## config.mk

```make
export PLATFORM = sky130hd
export DESIGN_NAME = display_burst_responder
export DESIGN_NICKNAME = d
export VERILOG_FILES = /design/src/rtl/display_burst_responder.sv
export SDC_FILE = /design/constraint.sdc
export NUM_CORES = 1
export LEC_CHECK = 0
export CORE_MARGIN = 2
export CORE_UTILIZATION = 25
export DETAILED_ROUTE_END_ITERATION = 8
export PLACE_DENSITY = 0.44
export SLEW_MARGIN = 25
export SYNTH_ARGS = -nofsm -noshare
export SYNTH_HDL_FRONTEND = slang
export SYNTH_SLANG_ARGS = --single-unit
```

## constraint.sdc

```tcl
create_clock -name clk -period 4.1 [get_ports clk]
set_input_delay 1.23 -clock clk [delete_from_list [all_inputs] [get_ports clk]]
set_output_delay 1.23 -clock clk [all_outputs]
set_load 0.01 [all_outputs]
```

## src/rtl/display_burst_responder.sv

```systemverilog
// rtl/display_burst_responder.sv - two-channel display fetch responder, critical-word-first 4-beat bursts
//
// Ports:
//   clk, reset                 clock, synchronous active-high reset
//   address0/as0               ch0 (plane A) byte address and request strobe
//   bus_ack0/burstdata_valid0  ch0 burst-complete pulse and beat valid
//   address1/as1               ch1 (plane B) byte address and request strobe
//   bus_ack1/burstdata_valid1  ch1 burst-complete pulse and beat valid
//   dout                       shared beat data, qualified by the per-channel valid
//   mem_req/mem_addr/mem_gnt   block read request handshake, 8-byte block address
//   mem_rdata/mem_rvalid       block read data, words 0..3 in linear order
module display_burst_responder #(
    parameter int ADDR_W = 22
) (
    input  logic              clk,
    input  logic              reset,
    input  logic [ADDR_W-1:0] address0,
    input  logic              as0,
    output logic              bus_ack0,
    output logic              burstdata_valid0,
    input  logic [ADDR_W-1:0] address1,
    input  logic              as1,
    output logic              bus_ack1,
    output logic              burstdata_valid1,
    output logic [15:0]       dout,
    output logic              mem_req,
    output logic [ADDR_W-4:0] mem_addr,
    input  logic              mem_gnt,
    input  logic [15:0]       mem_rdata,
    input  logic              mem_rvalid
);

    typedef enum logic [1:0] {IDLE, REQ, STREAM, DRAIN} state_t;

    state_t      state;
    logic        chan;          // granted channel
    logic        last_served;
    logic [1:0]  s;             // critical (start) word
    logic [1:0]  k;             // incoming beat index
    logic [1:0]  d;             // drain index
    logic [15:0] buffer [0:2];  // words ahead of the critical word, replayed after word 3

    // The requester's strobe is still high during its ack cycle, so a channel
    // whose ack is on the outputs right now must not be granted again.
    logic elig0, elig1, grant1, any_grant;
    logic [ADDR_W-4:0] sel_blk;
    logic [1:0]        sel_s;
    logic              unused_addr_bits;

    assign elig0     = as0 & ~bus_ack0;
    assign elig1     = as1 & ~bus_ack1;
    assign grant1    = elig1 & (~elig0 | ~last_served);
    assign any_grant = elig0 | elig1;
    assign sel_blk   = grant1 ? address1[ADDR_W-1:3] : address0[ADDR_W-1:3];
    assign sel_s     = grant1 ? address1[2:1] : address0[2:1];
    assign unused_addr_bits = ^{address0[0], address1[0]};

    always_ff @(posedge clk) begin
        if (reset) begin
            state            <= IDLE;
            chan             <= 1'b0;
            last_served      <= 1'b1;
            s                <= 2'd0;
            k                <= 2'd0;
            d                <= 2'd0;
            mem_req          <= 1'b0;
            mem_addr         <= '0;
            dout             <= 16'd0;
            bus_ack0         <= 1'b0;
            bus_ack1         <= 1'b0;
            burstdata_valid0 <= 1'b0;
            burstdata_valid1 <= 1'b0;
        end else begin
            burstdata_valid0 <= 1'b0;
            burstdata_valid1 <= 1'b0;
            bus_ack0         <= 1'b0;
            bus_ack1         <= 1'b0;
            case (state)
                IDLE: begin
                    if (any_grant) begin
                        chan        <= grant1;
                        last_served <= grant1;
                        s           <= sel_s;
                        mem_addr    <= sel_blk;
                        mem_req     <= 1'b1;
                        state       <= REQ;
                    end
                end
                REQ: begin
                    if (mem_gnt) begin
                        mem_req <= 1'b0;
                        k       <= 2'd0;
                        state   <= STREAM;
                    end
                end
                STREAM: begin
                    if (mem_rvalid) begin
                        if (k >= s) begin
                            dout             <= mem_rdata;
                            burstdata_valid0 <= ~chan;
                            burstdata_valid1 <= chan;
                            // With s=0 word 3 is the fourth and final beat.
                            bus_ack0         <= ~chan & (k == 2'd3) & (s == 2'd0);
                            bus_ack1         <= chan & (k == 2'd3) & (s == 2'd0);
                        end else begin
                            buffer[k] <= mem_rdata;
                        end
                        k <= k + 2'd1;
                        if (k == 2'd3) begin
                            d     <= 2'd0;
                            state <= (s == 2'd0) ? IDLE : DRAIN;
                        end
                    end
                end
                DRAIN: begin
                    dout             <= buffer[d];
                    burstdata_valid0 <= ~chan;
                    burstdata_valid1 <= chan;
                    bus_ack0         <= ~chan & (d == s - 2'd1);
                    bus_ack1         <= chan & (d == s - 2'd1);
                    d                <= d + 2'd1;
                    if (d == s - 2'd1) begin
                        state <= IDLE;
                    end
                end
                default: state <= IDLE;
            endcase
        end
    end

endmodule
```

* After elaboration in Yosys (flattened, before gate mapping)
Memory sizes are Yosys's and may differ from the RTL's. A register that Yosys moved wholly into a read port is not among the register bits. Index checks and enable logic that the tools add are counted.
Word-level totals: flip-flop bits (word level) 50, bits in writable memories 48, bits of input ports 66, word-level logic and storage cells 96, memories kept 1
Cells by class: add/subtract/negate cells 3, magnitude comparators 1, equal/unequal tests 11, muxes and demuxes 40, bitwise logic cells 16, reductions and logical operators 11
Memory list:
- buffer | depth 3, bits a word 16, read ports 1, clocked after Yosys merged registers in 1, wr ports 1, RTL line 41 | logic [15:0] buffer [0:2];
Operators by type and width (number):
- $mux 16 | 2
- $pmux 16 s2 | 1
- $mux 2 | 13
- $mux 19 | 1
- $mux 1 | 15
- $ne 2x2->1 const B | 6
- $reduce_and 3->1 | 4
- $pmux 1 s2 | 5
- $and 1x1->1 | 9
- $pmux 2 s2 | 2
- $pmux 2 s4 | 1
- $eq 2x2->1 const B | 3
- $reduce_bool 2->1 | 3
- $not 1->1 | 5
- $reduce_and 5->1 | 1
- $add 2x1->2 const B | 2
- $logic_not 2->1 | 2
- $eq 2x1->1 const B | 1
- $eq 2x2->1 | 1
- $ge 2x2->1 | 1
- $or 1x1->1 | 2
- $reduce_and 2->1 | 1
- $sub 2x1->2 const B | 1

* Longest topological paths before layout
word-level depth 6, gate-level depth with buffers 7, gate-level depth less buffers 6

* Worst setup path after synthesis
OpenSTA, ideal clock, no wires.
kind input to register, start input port mem_rvalid, end memory buffer[0][0] (enable), library setup time 0.374 ns, arrival 2.315 ns, data required time 3.726 ns, path slack 1.411 ns, cell stages on the path 5, cell sequence buf_4 -> and2b_2 -> nand2_1 -> nor3b_1 -> and2_1
Between the ends: cells in the longest elaborated chain, start to end 4
RTL lines:
- start, declared | RTL line 30 | input logic mem_rvalid
- $mux 1 | RTL line 97 | if (mem_rvalid) begin
- $mux 1 | RTL line 78 | case (state)
- $mux 1 | RTL line 59 | if (reset) begin
- $mux 1 (not written as such) | RTL line 106 | buffer[k] <= mem_rdata;
- end, declared | RTL line 41
No other way between the ends.

* Final worst setup path
start input port mem_rvalid, end memory buffer[2][12] (enable)
Same word-level chain as after synthesis.

==> impl_results.md <==
* Postcts setup bufs at 0
* Share of cells above drive strength 1 at 0.0813
* Register area share after synthesis at 0.555
* Area of placed instances at 5660 um^2
* Setup TNS at 0 ns
* Total GRT Usage at 0.132
* Worst Hold Class: reg2reg
* Number of synthesized register bits at 100
* Worst EP required at 4.13 ns
* CTS tree: done
* Largest net degree at the start of global routing at 52
* Boundary Pins at 106
* Total die area at 19,000 um^2
* Antenna violations before repair at 0
* Leak at approximately 2.2 nW
* Period utilization at 0.675
* Max clock buf depth at 2
* DR iter-0 viols at around 160
* CTS Buf Count at 9
* CTS clk-pin slew, worst paths at around 0.07 ns
* CP endpoint kind: register
* Drt total wl at 12,500 um
* Core area at 17,400 um^2
* CP top delay family: buffers and inverters
* Final core occ at 0.343
* Rel. slew slack at 0.374
* Port bufs at slightly above 100
* Final Hold Fails at 0
* Routed length per instance at 16.5 um
* Final Worst Setup Slack at 1.33 ns
* Vias in the first global route at 3,513
* Power per cell area at 422 nW/um^2
* Crit-path slowest cell: clkdlybuf4s50_1
* Die H at about 140 um
* CP bufs+invs at 2
* Final Setup Violations at 0
* Worst-path cell chain: clkdlybuf4s50_1 > and2b_2 > nand2_1 > nor3b_1 > and2_1 > buf_4
* H-tree levels at 3
* Post-synth top flop: dfxtp_1
* GP Congestion at 0.758
* Number of synthesized flops with an enable pin at 48
* Clock Root Buffer: clkbuf_16
* Syn nets at a little over 500
* Layout Area Growth over Synthesis at 33.8%
* CP max FO at 16
* Clock Sinks at 100
* Cts-stage hold buffer count at 0
* WHS at 0.469 ns
* Unrepaired setup endpoints after global routing: no
* Pre-CTS setup slack at 0.909 ns
* N_diodes at 0
* Max stage delay on crit path at approximately 0.50 ns
* Final ANT Viol Nets at 0
* Worst-skew pair later-pin latency at 0.35 ns
* Vias/cell at 4.58
* Post-CTS sizing at 0
* Multi-input gate area at about 1700 um^2
* Worst IR Drop VDD at 206 uV
* Die span in x at ~140 um
* DR vias at 3,457
* Initial core utilization at 0.257
* First-pass GRT wire length at 18,700 um
* YS warnings at 0
* Detailed Routing Iterations Pass 1 at 4
* Max-cap violations at 0
* Final net count at 597
* Post-route cell area at 5980 um^2
* Syn Std Cell Area at 4470 um^2
* Gr ovfl total at 0
* Status: finished clean
* Worst slew pin tran at 0.938 ns
* Asr flop ratio synth at 0
* # rows at 48
* Fin. max-slew vios at 0
* Critical path class: in2reg
* Startpoint types: input pin
* Skew final at between 0.005 and 0.006 ns
* Max Clock Freq at between 300 and 400 MHz
* Detailed placer's ending HPWL at 8190 um
* Critical Path AT at 2.80 ns
* Distinct cell type count after synthesis at 43
* Fillers at roughly 1,800
* Average cell area after synthesis at 10.3 um^2
* Most common cell after layout, fill and taps aside: clkdlybuf4s50_1
* # DRC at 0
* Minimum clock period after layout at approximately 2.8 ns
* Register area at between 2000 and 2500 um^2
* Most frequent cells in the layout: clkdlybuf4s50_1 (102), a21oi_1 (76), dfxtp_1 (52)
* Synth Instances at 432
## metrics by stage
stage          total power [mW]  cells
6_report                   2.52    754
4_1_cts                    2.56    754
3_3_place_gp               1.61    738
3_5_place_dp               1.62    738
5_1_grt                    2.64    754
2_1_floorplan              1.41    432
## worst reg2reg max path: cells and delay by family, from the launching register on
family,cells,cell delay [ns]
buf+inv,2,0.39
compound gates,1,0.24
flops,1,0.43
fa+ha+maj,1,0.28
simple gates,3,0.67
## Yosys cell counts (2+ instances only)
library cell,n,area (um^2)
a21oi_1,76,380
dfxtp_1,52,1040
edfxtp_1,48,1440
inv_1,36,135
a211oi_1,35,263
nand2_1,30,113
nor2_1,26,97.6
nor2b_1,17,106
a211o_1,16,140
clkbuf_1,14,52.6
nor3_1,9,45.0
nor3_2,8,80.1
ha_1,7,87.6
and2_1,6,37.5
buf_4,6,45.0
buf_6,6,67.6
buf_2,5,25.0
nand3_1,4,20.0
a221oi_1,2,17.5
nand2b_1,2,12.5
nand3b_1,2,15.0
nor4b_1,2,17.5
o21ai_0,2,10.0
xnor2_1,2,17.5
## worst paths after layout
| kind | to | cells past startpoint | startpoint | slack, ns |
|---|---|---|---|---|
| setup / recovery | buffer[2][12] | 6 | mem_rvalid | 1.33 |
| hold reg to reg | mem_req | 2 | mem_req | 0.47 |
| setup reg to reg | buffer[2][12] | 7 | k[0] | 1.77 |
| hold / removal | mem_req | 2 | mem_req | 0.47 |
## sequential cells by signal (all words and copies together), names as in the netlist, named ones only
name and count:
buffer 48, mem_addr 19, dout 16, d 2, k 2, s 2
state 2, burstdata_valid0 1, burstdata_valid1 1, bus_ack0 1, bus_ack1 1, chan 1
last_served 1, mem_req 1
## logic make-up (layout without fill, tap and decap cells)
group / after synthesis / after routing / synth area share
DFF: 100 / 100 / 0.555
buffers and inverters: 68 / 165 / 0.0739
muxes: 2 / 2 / 0.00728
AOI/OAI and AO/OA: 139 / 139 / 0.202
adders and majority gates: 7 / 7 / 0.0196
xor gates and xnor gates: 2 / 2 / 0.00392
and+or+nand+nor: 114 / 114 / 0.138
## power by group
part	total, mW	internal [mW]	switching [mW]
clock network	0.930	0.540	0.390
registers	1.14	1.10	0.0444
logic	0.448	0.224	0.224
total	2.52	1.86	0.658
## layer usage
metal	GRT usage	wire, um	vias to the layer above
met5	0	0	-
met4	0.0675	299	0
met3	0.0158	314	15
met2	0.224	6380	56
met1	0.165	5480	1671
li1	-	-	1715
## cell type report
| type | count | area share |
|---|---|---|
| multi-input combinational | 264 | 0.277 |
| clock inverter | 7 | 0.0161 |
| clock buffer | 9 | 0.0377 |
| timing repair buffer | 113 | 0.184 |
| tap | 225 | 0.0471 |
| sequential | 100 | 0.415 |
| inverter | 36 | 0.0226 |
No activity file was read; power rests on OpenSTA's default activity.
